<file path="config.mk">
export PLATFORM = sky130hd
export DESIGN_NAME = qbv_rx_traffic_classifier_flat
export DESIGN_NICKNAME = d
export VERILOG_FILES = /design/src/rtl/qbv_rx_traffic_classifier_pkg.sv /design/src/rtl/qbv_rx_traffic_classifier_if.sv /design/src/rtl/qbv_rx_traffic_classifier_hdr_buffer.sv /design/src/rtl/qbv_rx_traffic_classifier.sv /design/src/flat_wrapper.sv
export SDC_FILE = /design/constraint.sdc
export NUM_CORES = 1
export LEC_CHECK = 0
export CAP_MARGIN = 20
export CORE_UTILIZATION = 52
export DETAILED_ROUTE_END_ITERATION = 6
export PLACE_DENSITY = 0.77
export SYNTH_ARGS = -nofsm -noshare
export SYNTH_HDL_FRONTEND = slang
export SYNTH_SLANG_ARGS = --single-unit
</file>
<file path="constraint.sdc">
create_clock -name rx_mac_aclk -period 3.8 [get_ports rx_mac_aclk]
set_clock_uncertainty 0.15 [all_clocks]
set_input_delay 0.76 -clock rx_mac_aclk [delete_from_list [all_inputs] [get_ports rx_mac_aclk]]
set_output_delay 0.76 -clock rx_mac_aclk [all_outputs]
set_load 0.005 [all_outputs]
</file>
<file path="src/rtl/qbv_rx_traffic_classifier_pkg.sv">
// Shared types, constants and the frame classification rule for the
// Qbv RX traffic classifier.
package qbv_rx_traffic_classifier_pkg;

    typedef enum logic [2:0] {
        ST_IDLE,
        ST_HEADER,
        ST_STREAM,
        ST_DRAIN,
        ST_DISCARD
    } state_t;

    typedef enum logic {
        CLASS_LEGACY = 1'b0,
        CLASS_BV     = 1'b1
    } class_t;

    localparam logic [15:0]  ETH_TPID_VLAN        = 16'h8100;
    localparam int unsigned  HDR_LEN_DEFAULT      = 15;
    localparam logic [15:0]  BV_ETHERTYPE_DEFAULT = 16'h88F7;
    localparam logic [2:0]   BV_PCP_MIN_DEFAULT   = 3'd5;

    // len counts the bytes seen so far including the current one.
    // b14 >= {pcp_min, 5'b0} is the same test as b14[7:5] >= pcp_min.
    function automatic class_t classify_frame(
        input logic [4:0]  len,
        input logic [7:0]  b12,
        input logic [7:0]  b13,
        input logic [7:0]  b14,
        input logic [2:0]  pcp_min,
        input logic [15:0] bv_ethertype
    );
        class_t cls;
        cls = CLASS_LEGACY;
        if (len >= 5'd14) begin
            if ((len >= 5'd15) && ({b12, b13} == ETH_TPID_VLAN) && (b14 >= {pcp_min, 5'b0}))
                cls = CLASS_BV;
            else if ({b12, b13} == bv_ethertype)
                cls = CLASS_BV;
        end
        return cls;
    endfunction

endpackage

</file>
<file path="src/rtl/qbv_rx_traffic_classifier_if.sv">
// Byte-wide AXI-Stream bundle without tready, used for the MAC RX input
// and both per-class outputs.
interface qbv_rx_traffic_classifier_if;
    logic [7:0] tdata;
    logic       tvalid;
    logic       tlast;
    logic       tuser;

    modport master (output tdata, tvalid, tlast, tuser);
    modport slave  (input  tdata, tvalid, tlast, tuser);
endinterface

</file>
<file path="src/rtl/qbv_rx_traffic_classifier_hdr_buffer.sv">
// 16-entry circular byte buffer holding the frame header; taps expose
// bytes 12..14 counted from the oldest byte still held.
module qbv_rx_hdr_buffer (
    input  logic       clk,
    input  logic       rst,
    input  logic       push,
    input  logic [7:0] push_data,
    input  logic       pop,
    output logic [7:0] pop_data,
    output logic [4:0] count,
    output logic [7:0] tap12,
    output logic [7:0] tap13,
    output logic [7:0] tap14
);

    logic [7:0] mem [16];
    logic [3:0] wr_ptr;
    logic [3:0] rd_ptr;
    logic [3:0] ptr12;
    logic [3:0] ptr13;
    logic [3:0] ptr14;

    always_ff @(posedge clk) begin
        if (push)
            mem[wr_ptr] <= push_data;
    end

    always_ff @(posedge clk) begin
        if (rst) begin
            wr_ptr <= '0;
            rd_ptr <= '0;
            count  <= '0;
        end else begin
            if (push)
                wr_ptr <= wr_ptr + 4'd1;
            if (pop)
                rd_ptr <= rd_ptr + 4'd1;
            if (push && !pop)
                count <= count + 5'd1;
            else if (pop && !push)
                count <= count - 5'd1;
        end
    end

    // Taps are only meaningful before the first pop of a frame, when the
    // read pointer still sits on byte 0.
    assign ptr12    = rd_ptr + 4'd12;
    assign ptr13    = rd_ptr + 4'd13;
    assign ptr14    = rd_ptr + 4'd14;
    assign pop_data = mem[rd_ptr];
    assign tap12    = mem[ptr12];
    assign tap13    = mem[ptr13];
    assign tap14    = mem[ptr14];

endmodule

</file>
<file path="src/rtl/qbv_rx_traffic_classifier.sv">
// Splits the MAC RX byte stream into BV and legacy streams after classifying
// each frame from its header, with per-class frame counters.
module qbv_rx_traffic_classifier
    import qbv_rx_traffic_classifier_pkg::*;
#(
    parameter int unsigned HDR_LEN      = HDR_LEN_DEFAULT,
    parameter logic [2:0]  BV_PCP_MIN   = BV_PCP_MIN_DEFAULT,
    parameter logic [15:0] BV_ETHERTYPE = BV_ETHERTYPE_DEFAULT
) (
    input  logic                          rx_mac_aclk,
    input  logic                          rx_reset,
    qbv_rx_traffic_classifier_if.slave    rx_axis_mac,
    qbv_rx_traffic_classifier_if.master   rx_axis_mac_bv,
    qbv_rx_traffic_classifier_if.master   rx_axis_mac_legacy,
    output logic [31:0]                   bv_frame_count,
    output logic [31:0]                   legacy_frame_count,
    output logic [31:0]                   drop_frame_count
);

    localparam logic [4:0] LAST_HDR_IDX = 5'(HDR_LEN - 1);

    state_t     state;
    state_t     state_next;
    class_t     cls_q;
    class_t     cls_calc;
    class_t     emit_cls;
    logic       tuser_q;
    logic       ovr_open;
    logic       ovr_open_next;

    logic [7:0] in_data;
    logic       in_valid;
    logic       in_last;
    logic       in_user;

    logic       push;
    logic       pop;
    logic [7:0] pop_data;
    logic [4:0] count;
    logic [4:0] len_now;
    logic [7:0] tap12;
    logic [7:0] tap13;
    logic [7:0] tap14;
    logic [7:0] b13;
    logic [7:0] b14;

    logic       emit;
    logic [7:0] emit_data;
    logic       emit_last;
    logic       emit_user;
    logic       cls_latch;
    logic       tuser_cap;
    logic       drop_inc;

    logic [7:0] bv_tdata;
    logic       bv_tvalid;
    logic       bv_tlast;
    logic       bv_tuser;
    logic [7:0] lg_tdata;
    logic       lg_tvalid;
    logic       lg_tlast;
    logic       lg_tuser;

    assign in_data  = rx_axis_mac.tdata;
    assign in_valid = rx_axis_mac.tvalid;
    assign in_last  = rx_axis_mac.tlast;
    assign in_user  = rx_axis_mac.tuser;

    qbv_rx_hdr_buffer u_hdr_buffer (
        .clk       (rx_mac_aclk),
        .rst       (rx_reset),
        .push      (push),
        .push_data (in_data),
        .pop       (pop),
        .pop_data  (pop_data),
        .count     (count),
        .tap12     (tap12),
        .tap13     (tap13),
        .tap14     (tap14)
    );

    // The deciding beat's own byte is not in the buffer yet, so bypass it.
    assign len_now  = count + 5'd1;
    assign b13      = (count == 5'd13) ? in_data : tap13;
    assign b14      = (count == 5'd14) ? in_data : tap14;
    assign cls_calc = classify_frame(len_now, tap12, b13, b14, BV_PCP_MIN, BV_ETHERTYPE);

    always_ff @(posedge rx_mac_aclk) begin
        if (rx_reset)
            state <= ST_IDLE;
        else
            state <= state_next;
    end

    always_comb begin
        state_next    = state;
        push          = 1'b0;
        pop           = 1'b0;
        emit          = 1'b0;
        emit_data     = pop_data;
        emit_last     = 1'b0;
        emit_user     = 1'b0;
        emit_cls      = cls_q;
        cls_latch     = 1'b0;
        tuser_cap     = 1'b0;
        drop_inc      = 1'b0;
        ovr_open_next = ovr_open;

        case (state)
            ST_IDLE: begin
                if (in_valid) begin
                    if (in_last) begin
                        emit       = 1'b1;
                        emit_data  = in_data;
                        emit_last  = 1'b1;
                        emit_user  = in_user;
                        emit_cls   = cls_calc;
                        cls_latch  = 1'b1;
                        state_next = ST_DRAIN;
                    end else begin
                        push       = 1'b1;
                        state_next = ST_HEADER;
                    end
                end
            end

            // The deciding beat pops byte 0 so it leaves on the next cycle.
            ST_HEADER: begin
                if (in_valid) begin
                    push = 1'b1;
                    if (in_last || (count == LAST_HDR_IDX)) begin
                        pop        = 1'b1;
                        emit       = 1'b1;
                        emit_cls   = cls_calc;
                        cls_latch  = 1'b1;
                        tuser_cap  = in_last;
                        state_next = in_last ? ST_DRAIN : ST_STREAM;
                    end
                end
            end

            ST_STREAM: begin
                if (in_valid) begin
                    push      = 1'b1;
                    pop       = 1'b1;
                    emit      = 1'b1;
                    tuser_cap = in_last;
                    if (in_last)
                        state_next = ST_DRAIN;
                end
            end

            ST_DRAIN: begin
                if (count != 5'd0) begin
                    pop  = 1'b1;
                    emit = 1'b1;
                    if (count == 5'd1) begin
                        emit_last = 1'b1;
                        emit_user = tuser_q;
                    end
                end
                if (in_valid) begin
                    if (!ovr_open)
                        drop_inc = 1'b1;
                    ovr_open_next = !in_last;
                end
                if (count <= 5'd1) begin
                    state_next    = ovr_open_next ? ST_DISCARD : ST_IDLE;
                    ovr_open_next = 1'b0;
                end
            end

            ST_DISCARD: begin
                if (in_valid && in_last)
                    state_next = ST_IDLE;
            end

            default: state_next = ST_IDLE;
        endcase
    end

    always_ff @(posedge rx_mac_aclk) begin
        if (rx_reset) begin
            cls_q              <= CLASS_LEGACY;
            tuser_q            <= 1'b0;
            ovr_open           <= 1'b0;
            bv_tdata           <= '0;
            bv_tvalid          <= 1'b0;
            bv_tlast           <= 1'b0;
            bv_tuser           <= 1'b0;
            lg_tdata           <= '0;
            lg_tvalid          <= 1'b0;
            lg_tlast           <= 1'b0;
            lg_tuser           <= 1'b0;
            bv_frame_count     <= '0;
            legacy_frame_count <= '0;
            drop_frame_count   <= '0;
        end else begin
            ovr_open <= ovr_open_next;
            if (cls_latch)
                cls_q <= emit_cls;
            if (tuser_cap)
                tuser_q <= in_user;

            bv_tdata  <= '0;
            bv_tvalid <= 1'b0;
            bv_tlast  <= 1'b0;
            bv_tuser  <= 1'b0;
            lg_tdata  <= '0;
            lg_tvalid <= 1'b0;
            lg_tlast  <= 1'b0;
            lg_tuser  <= 1'b0;
            if (emit) begin
                if (emit_cls == CLASS_BV) begin
                    bv_tdata  <= emit_data;
                    bv_tvalid <= 1'b1;
                    bv_tlast  <= emit_last;
                    bv_tuser  <= emit_user;
                end else begin
                    lg_tdata  <= emit_data;
                    lg_tvalid <= 1'b1;
                    lg_tlast  <= emit_last;
                    lg_tuser  <= emit_user;
                end
            end

            if (emit && emit_last) begin
                if (emit_cls == CLASS_BV)
                    bv_frame_count <= bv_frame_count + 32'd1;
                else
                    legacy_frame_count <= legacy_frame_count + 32'd1;
            end
            if (drop_inc)
                drop_frame_count <= drop_frame_count + 32'd1;
        end
    end

    assign rx_axis_mac_bv.tdata      = bv_tdata;
    assign rx_axis_mac_bv.tvalid     = bv_tvalid;
    assign rx_axis_mac_bv.tlast      = bv_tlast;
    assign rx_axis_mac_bv.tuser      = bv_tuser;
    assign rx_axis_mac_legacy.tdata  = lg_tdata;
    assign rx_axis_mac_legacy.tvalid = lg_tvalid;
    assign rx_axis_mac_legacy.tlast  = lg_tlast;
    assign rx_axis_mac_legacy.tuser  = lg_tuser;

endmodule
</file>
<file path="src/flat_wrapper.sv">
// flat-port wrapper written by rule: the top's interface ports become plain ports
module qbv_rx_traffic_classifier_flat import qbv_rx_traffic_classifier_pkg::*;
#(
    parameter int unsigned HDR_LEN      = HDR_LEN_DEFAULT,
    parameter logic [2:0]  BV_PCP_MIN   = BV_PCP_MIN_DEFAULT,
    parameter logic [15:0] BV_ETHERTYPE = BV_ETHERTYPE_DEFAULT
)
  (rx_mac_aclk, rx_reset, bv_frame_count, legacy_frame_count, drop_frame_count, rx_axis_mac_tdata, rx_axis_mac_tvalid, rx_axis_mac_tlast, rx_axis_mac_tuser, rx_axis_mac_bv_tdata, rx_axis_mac_bv_tvalid, rx_axis_mac_bv_tlast, rx_axis_mac_bv_tuser, rx_axis_mac_legacy_tdata, rx_axis_mac_legacy_tvalid, rx_axis_mac_legacy_tlast, rx_axis_mac_legacy_tuser);
  qbv_rx_traffic_classifier_if rx_axis_mac_i ();
  qbv_rx_traffic_classifier_if rx_axis_mac_bv_i ();
  qbv_rx_traffic_classifier_if rx_axis_mac_legacy_i ();
  input  logic rx_mac_aclk;
  input  logic rx_reset;
  output logic [31:0] bv_frame_count;
  output logic [31:0] legacy_frame_count;
  output logic [31:0] drop_frame_count;
  input wire logic [$bits(rx_axis_mac_i.tdata)-1:0] rx_axis_mac_tdata;
  input wire logic [$bits(rx_axis_mac_i.tvalid)-1:0] rx_axis_mac_tvalid;
  input wire logic [$bits(rx_axis_mac_i.tlast)-1:0] rx_axis_mac_tlast;
  input wire logic [$bits(rx_axis_mac_i.tuser)-1:0] rx_axis_mac_tuser;
  output wire logic [$bits(rx_axis_mac_bv_i.tdata)-1:0] rx_axis_mac_bv_tdata;
  output wire logic [$bits(rx_axis_mac_bv_i.tvalid)-1:0] rx_axis_mac_bv_tvalid;
  output wire logic [$bits(rx_axis_mac_bv_i.tlast)-1:0] rx_axis_mac_bv_tlast;
  output wire logic [$bits(rx_axis_mac_bv_i.tuser)-1:0] rx_axis_mac_bv_tuser;
  output wire logic [$bits(rx_axis_mac_legacy_i.tdata)-1:0] rx_axis_mac_legacy_tdata;
  output wire logic [$bits(rx_axis_mac_legacy_i.tvalid)-1:0] rx_axis_mac_legacy_tvalid;
  output wire logic [$bits(rx_axis_mac_legacy_i.tlast)-1:0] rx_axis_mac_legacy_tlast;
  output wire logic [$bits(rx_axis_mac_legacy_i.tuser)-1:0] rx_axis_mac_legacy_tuser;
  assign rx_axis_mac_i.tdata = rx_axis_mac_tdata;
  assign rx_axis_mac_i.tvalid = rx_axis_mac_tvalid;
  assign rx_axis_mac_i.tlast = rx_axis_mac_tlast;
  assign rx_axis_mac_i.tuser = rx_axis_mac_tuser;
  assign rx_axis_mac_bv_tdata = rx_axis_mac_bv_i.tdata;
  assign rx_axis_mac_bv_tvalid = rx_axis_mac_bv_i.tvalid;
  assign rx_axis_mac_bv_tlast = rx_axis_mac_bv_i.tlast;
  assign rx_axis_mac_bv_tuser = rx_axis_mac_bv_i.tuser;
  assign rx_axis_mac_legacy_tdata = rx_axis_mac_legacy_i.tdata;
  assign rx_axis_mac_legacy_tvalid = rx_axis_mac_legacy_i.tvalid;
  assign rx_axis_mac_legacy_tlast = rx_axis_mac_legacy_i.tlast;
  assign rx_axis_mac_legacy_tuser = rx_axis_mac_legacy_i.tuser;
  qbv_rx_traffic_classifier #(.HDR_LEN(HDR_LEN), .BV_PCP_MIN(BV_PCP_MIN), .BV_ETHERTYPE(BV_ETHERTYPE)) u_core (.rx_mac_aclk(rx_mac_aclk), .rx_reset(rx_reset), .rx_axis_mac(rx_axis_mac_i), .rx_axis_mac_bv(rx_axis_mac_bv_i), .rx_axis_mac_legacy(rx_axis_mac_legacy_i), .bv_frame_count(bv_frame_count), .legacy_frame_count(legacy_frame_count), .drop_frame_count(drop_frame_count));
endmodule
</file>
==> results of run 1 <==
==> Yosys cell counts (24+ instances only) <==
library cell,instances,area (sq um)
edfxtp_1,128,3840
a21oi_1,78,390
or4_1,29,218
o31ai_1,25,188
xor2_1,25,219
dfxtp_1,141,2820
nor3_1,30,150
nand4_1,33,206
or3_1,24,150
nand3_1,46,230
clkbuf_1,44,165
inv_1,32,120
nor2_1,156,586
mux4_2,68,1530
mux2i_1,31,310
o21ai_0,36,180
nand2_1,101,379
==> final timing paths <==
path	cells after the start	endpoint	from	slack, ns
setup / recovery	12	u_core.bv_frame_count[24]	u_core.u_hdr_buffer.rd_ptr[1]	0.02
hold / removal	2	u_core.drop_frame_count[27]	u_core.drop_frame_count[27]	0.35
setup reg to reg	12	u_core.bv_frame_count[24]	u_core.u_hdr_buffer.rd_ptr[1]	0.02
hold reg to reg	2	u_core.drop_frame_count[27]	u_core.drop_frame_count[27]	0.35
==> sequential cells by signal (all words and copies together), names as in the netlist, 3 cells and up, named ones only <==
name / count
u_core.drop_frame_count: 32
u_core.u_hdr_buffer.rd_ptr: 4
u_core.bv_frame_count: 32
u_core.state: 3
u_core.rx_axis_mac_legacy.tdata: 8
u_core.u_hdr_buffer.count: 5
u_core.rx_axis_mac_bv.tdata: 8
u_core.u_hdr_buffer.wr_ptr: 4
u_core.legacy_frame_count: 32
u_core.u_hdr_buffer.mem: 128
==> metrics by stage <==
stage               hold slack [ns]  area, sq um  TNS, ns  utilization [%]
global placement              0.310        16000    -6.36             61.4
global route                  0.381        17300   -0.762             66.4
CTS                           0.341        17100        0             65.6
finish                        0.348        17300        0             66.4
detailed placement            0.331        16000   -10.12             61.4
floorplan                     0.303        13800        0                -
==> worst min-delay path, delay by kind of cell (launching register included) <==
kind	cells	cell delay (ns)
AO/OA/AOI/OAI	2	0.13
flip-flops	1	0.32
==> cells by family (layout without fill, tap and decap cells) <==
| group | count (synthesis) | after routing | synth area share [%] |
|---|---|---|---|
| simple gates | 538 | 538 | 19.8 |
| compound gates | 212 | 212 | 9.49 |
| fa+ha+maj | 16 | 16 | 1.45 |
| mux | 118 | 118 | 14.9 |
| xor+xnor | 42 | 42 | 2.71 |
| buf+inv | 111 | 323 | 3.47 |
| flops | 269 | 269 | 48.2 |
==> layout make-up <==
type                       instances  area (sq um)
inverter                          32           120
clock inverter                    16           145
tap                              335           419
timing repair buffer             238          2250
multi-input combinational        926          6880
clock buffer                      37           817
sequential                       269          6670
fill                            1924          8760
==> routing by layer <==
metal / wire (um) / vias up / GRT usage (%)
met3: 4380 / 99 / 7.77
li1: - / 5305 / -
met1: 15900 / 5624 / 39.8
met2: 17500 / 701 / 42.4
met4: 1340 / 0 / 10.6
met5: 0 / - / 0
==> what timing repair did <==
action | CTS | global route
gates cloned | 1 | 0
hold buffers | 0 | 0
setup endpoints to repair | 62 | 79
gates resized for setup | 8 | 36
pin swaps | 4 | 17
buffers inserted | 4 | 8
==> placed cells by master, fill, tap and decap left out, types with 25 or more instances in the layout <==
master and instances:
a21oi_1 72, buf_4 95, nand4_1 33, clkbuf_16 30, o21ai_0 36, clkdlybuf4s50_1 129, inv_1 32, mux2i_1 30
nand3_1 45, nor2_1 154, nor3_1 30, or4_1 25, mux4_2 68, nand2_1 100, edfxtp_1 128, dfxtp_1 137
==> power groups by stage <==
| stage | Clock, mW | Sequential [mW] | Combinational (mW) |
|---|---|---|---|
| after global placement | 0 | 3.24 | 1.02 |
| after CTS | 2.85 | 3.18 | 1.05 |
| after detailed placement | 0 | 3.24 | 1.04 |
| after floorplan | 0 | 3.19 | 0.725 |
| after global routing | 2.98 | 3.19 | 1.17 |
| final | 2.82 | 3.18 | 1.11 |
==> flow_summary.json, run 1 <==
{
  "finalMaxSlewViolations": 0,
  "worst_setup_path_end_kind": "register",
  "seq_pwr_share_pct": 44.8,
  "postLayoutSetupSlackWorst_ns": 0.0221,
  "outcome": "complete, no violations",
  "ys_dominant_reg_cell": "dfxtp_1",
  "ant_nets": 0,
  "clock_insertion_delay_worst_skew_ns": 0.55,
  "wl_per_cell_um": 21.1,
  "placement.io_buffers": 130,
  "hold_viol_final": 0,
  "worstPathRequired_ns": 4.11,
  "grt_start_max_net_pins": 107,
  "dieWidth_um": 165,
  "timing.critical_path.cells": "ha_4 > buf_12 > mux4_2 > nand2_1 > nand4_1 > a211o_1 > nor4_4 > buf_4 > a41oi_4 > a2bb2oi_4 > or4_4 > a21oi_2",
  "critical_path_class": "register to register",
  "synthToLayoutAreaGrowth_pct": 25.1,
  "max-cap-violations": 0,
  "synth_cell_type_count": 67,
  "place_worst_setup_slack_ns": -0.300,
  "min_period_over_period_pct": 99.4,
  "fp.dieArea_sq_um": 27300,
  "biggest_fanout_along_the_worst_timing_path": 14,
  "synthesized_area_per_cell_sq_um": 10.6,
  "synth.ff_latch_count": 269,
  "cts-buffers-inserted": 29,
  "clockPowerShare_pct": 39.7,
  "boundaryPins": 131,
  "number_of_placement_rows": 59,
  "finalCriticalPeriod_ns": 3.78,
  "timing.max_slew.rel_slack_pct": 26.7,
  "route.detailed.vias_per_inst": 6.33,
  "drt-total-wl_um": 39200,
  "ctsHtreeMaxLevel": 1,
  "netlist_area_pre_place_sq_um": 13800,
  "placed_insts": 1787,
  "synth_nets": 1335,
  "p_comb_share_pct": 15.6,
  "diodes": 0,
  "power.switching_fraction_pct": 26.0,
  "clkSinkCount": 269,
  "power_per_cell_area_nw_per_um2": 411,
  "fmax_mhz": 265,
  "cellLeakagePower_nw": 5.90,
  "worstSetupStartpointType": "register",
  "synth_seq_area_share_pct": 48.2,
  "drt-pass1-iter-count": 7,
  "route.vias.total": 11700,
  "number_of_warnings_issued_by_yosys": 0,
  "worst-slew-pin-transition_ns": 1.10,
  "clock-root-buffer": "clkbuf_16",
  "type_of_the_most_critical_hold_path": "register to register",
  "first_global_vias": 10700,
  "grt_setup_unrepaired": "true",
  "slowest_stage": "or4_4",
  "worstPathArrival_ns": 4.09,
  "path_clk_slew_ns": 0.06,
  "finalWeightedCongestion": 1.02,
  "slowest_delay_ns": 0.55,
  "total_switching_power_mw": 1.85,
  "detailedPlacementHpwl_um": 27600,
  "post-route-drc-count": 0,
  "grt-ovfl-total": 0,
  "pwr_total_mw": 7.11,
  "detail_route.iter0.violations": 1702,
  "global_route.usage.total_pct": 28.5,
  "clockBufferDepth": 3,
  "floorplan.initialDensity_pct": 53.1,
  "total_buffers_and_inverters_traversed_by_the_critical_path": 2,
  "cpLargestDelayFamily": "simple AND/OR/NAND/NOR gates",
  "fin_nets": 1525,
  "grt_antenna_before_repair": 0,
  "int_power_mw": 5.26,
  "setup_viol": 0,
  "tritoncts": "yes",
  "wire_length_of_the_first_global_routing_pass_um": 59900,
  "synth-edff-count": 128,
  "drive_gt1_share_pct": 19.0,
  "peak_supply_drop_mv": 0.435,
  "async_sr_flop_fraction_pct": 0,
  "synthCells": 1306,
  "die-height_um": 165,
  "layoutNonFillerInstCount": 1853,
  "placeableCoreArea_sq_um": 26100
}
No activity file was read; power rests on OpenSTA's default activity.
==> run 2: changes to the inputs <==
--- a/config.mk
+++ b/config.mk
@@ -9,6 +9,7 @@
 export CORE_UTILIZATION = 52
 export DETAILED_ROUTE_END_ITERATION = 6
 export PLACE_DENSITY = 0.77
+export RECOVER_POWER = 50
 export SYNTH_ARGS = -nofsm -noshare
 export SYNTH_HDL_FRONTEND = slang
 export SYNTH_SLANG_ARGS = --single-unit
==> constraint.sdc (replaced) <==
create_clock -name rx_mac_aclk -period 3.42 [get_ports rx_mac_aclk]
set_clock_uncertainty 0.15 [all_clocks]
set_input_delay 0.684 -clock rx_mac_aclk [delete_from_list [all_inputs] [get_ports rx_mac_aclk]]
set_output_delay 0.684 -clock rx_mac_aclk [all_outputs]
set_load 0.005 [all_outputs]
==> run 2 against run 1 <==
  * The flow now finishes with violations (capacitance limit, slew limit, setup timing)
  * Clock power up 17%
  * Maximum frequency shrank 1.9%
  * Hold slack got worse by 0.011 ns
  * Clock-buffer cell count up 5
  * Non-clock buffer count grew 53
  * Cell area increased by 4.8%
  * Global-route usage grew 1.6 points
  * Critical path depth rose by 3
==> flow_summary.json, run 2 (synthesized netlist as in run 1, its figures left out) <==
{
  "global_route.usage.total_pct": 30.1,
  "fmax_mhz": 260,
  "clockBufferDepth": 3,
  "first_global_vias": 11100,
  "place_worst_setup_slack_ns": -0.561,
  "synthToLayoutAreaGrowth_pct": 31.1,
  "ctsHtreeMaxLevel": 1,
  "timing.max_slew.rel_slack_pct": -11.0,
  "tritoncts": "yes",
  "cts_hold_buf": 0,
  "finalCriticalPeriod_ns": 3.85,
  "power_per_cell_area_nw_per_um2": 449,
  "tns_ns": -23.39,
  "layout_commonest_cell": "nor2_1",
  "grt-ovfl-total": 0,
  "biggest_fanout_along_the_worst_timing_path": 7,
  "drive_gt1_share_pct": 23.9,
  "detailedPlacementHpwl_um": 28200,
  "wire_length_of_the_first_global_routing_pass_um": 62400,
  "grt_setup_unrepaired": "true",
  "n_fill_cell": 1852,
  "fin_nets": 1577,
  "cellLeakagePower_nw": 6.48,
  "placement.io_buffers": 130,
  "flip_flop_count_of_the_largest_register_all_copies_and_words_added": 128,
  "max-cap-violations": 1,
  "grt_antenna_before_repair": 1,
  "dieWidth_um": 165,
  "boundaryPins": 131,
  "ant_nets": 0,
  "worstPathArrival_ns": 4.15,
  "number_of_placement_rows": 59,
  "failed_checks": "capacitance limit, slew limit, setup timing",
  "fp.dieArea_sq_um": 27300,
  "worst-slew-pin-transition_ns": 1.67,
  "route.detailed.vias_per_inst": 6.38,
  "min_period_over_period_pct": 113,
  "finalMaxSlewViolations": 83,
  "diodes": 0,
  "outcome": "complete, but fails checks",
  "drt-pass1-iter-count": 7,
  "worstSetupStartpointType": "register",
  "hold_viol_final": 0,
  "grt_start_max_net_pins": 83,
  "placeableCoreArea_sq_um": 26100,
  "peak_supply_drop_mv": 0.474,
  "finalWeightedCongestion": 0.981,
  "worstPathRequired_ns": 3.72,
  "wl_per_cell_um": 22.1,
  "clock_insertion_delay_worst_skew_ns": 0.56,
  "setup_viol": 87,
  "path_clk_slew_ns": 0.06,
  "type_of_the_most_critical_hold_path": "register to register",
  "max_flop_register": "u_core.u_hdr_buffer.mem",
  "route.vias.total": 12200,
  "worst_setup_path_end_kind": "register",
  "cts-buffers-inserted": 28,
  "clock-root-buffer": "clkbuf_16",
  "floorplan.initialDensity_pct": 53.1,
  "drt-total-wl_um": 42100,
  "final_cell_mix": "nor2_1 (148), dfxtp_1 (137), edfxtp_1 (128), buf_4 (112), nand2_1 (99)",
  "pwr_total_mw": 8.15,
  "die-height_um": 165,
  "detail_route.iter0.violations": 1552,
  "post-route-drc-count": 0,
  "postLayoutSetupSlackWorst_ns": -0.430,
  "critical_path_class": "register to register",
  "clkSinkCount": 269
}
run 2: cell types whose count changed in the layout (fill, tap and decap cells not counted), moves of 15 or more:
| cell | delta |
|---|---|
| buf_4 | +17 |
| a21oi_2 | +19 |
| a21oi_1 | -19 |
| dlygate4sd3_1 | +63 |
| clkbuf_1 | +15 |
| clkdlybuf4s50_1 | -63 |
run 2: repair_timing:
item                       4_1_cts  5_1_grt
setup buffers                   12        5
gates cloned                     6        1
pin swaps                       39       14
setup endpoints to repair       87       87
gates resized for setup         49       71
run 2: final timing paths:
path                                                     from                            to  slack [ns]  cells after the start
worst max-delay path            u_core.u_hdr_buffer.rd_ptr[1]     u_core.bv_frame_count[18]       -0.43                     15
worst min-delay path             u_core.legacy_frame_count[5]  u_core.legacy_frame_count[5]        0.34                      2
worst max register to register  u_core.u_hdr_buffer.rd_ptr[1]     u_core.bv_frame_count[18]       -0.43                     15
worst min register to register   u_core.legacy_frame_count[5]  u_core.legacy_frame_count[5]        0.34                      2
run 2: final cells by class:
cell class,count,area [sq um],share of cell area [%]
Timing Repair Buffer,291,2770,15.2
Sequential cell,269,6670,36.8
Inverter,32,120,0.662
Clock inverter,10,119,0.656
Tap cell,335,419,2.31
Multi-Input combinational cell,926,7140,39.4
Clock buffer,42,900,4.96
run 2: power breakdown:
group          internal (mW)  switching [mW]
Sequential              3.43          0.0711
Combinational          0.627           0.723
Clock                   1.98            1.32
Total                   6.04            2.11
run 2: per-stage QoR:
stage	util, %	cells	hold slack, ns	cell area, sq um
2_1_floorplan	-	1306	0.303	13900
3_3_place_gp	63.1	1833	0.312	16400
3_5_place_dp	63.1	1833	0.326	16400
4_1_cts	68.9	1903	0.351	18000
5_1_grt	69.6	1905	0.374	18100
6_report	69.6	1905	0.337	18100
run 2: per-layer routing:
layer  vias to the layer above  share of wire (%)  global-route usage, %  wire length, um
met5                         -                  0                      0                0
met4                         0                3.3                   11.5             1390
met3                       109                9.9                   5.69             4160
met2                       725                 46                   46.7            19500
met1                      5916                 41                   41.9            17100
li1                       5410                  -                      -                -
run 2: critical path, stage by stage, from the launching register on:
cell and delay (ns):
dfxtp_4 0.35, ha_4 0.17, xnor2_4 0.15, buf_12 0.14
buf_8 0.12, mux4_2 0.49, mux2_4 0.31, nand2_2 0.10
nand3_2 0.09, nor4_4 0.34, a41oi_2 0.23, buf_4 0.21
a2bb2oi_4 0.16, bufbuf_16 0.28, o31a_1 0.28, o21ba_1 0.19
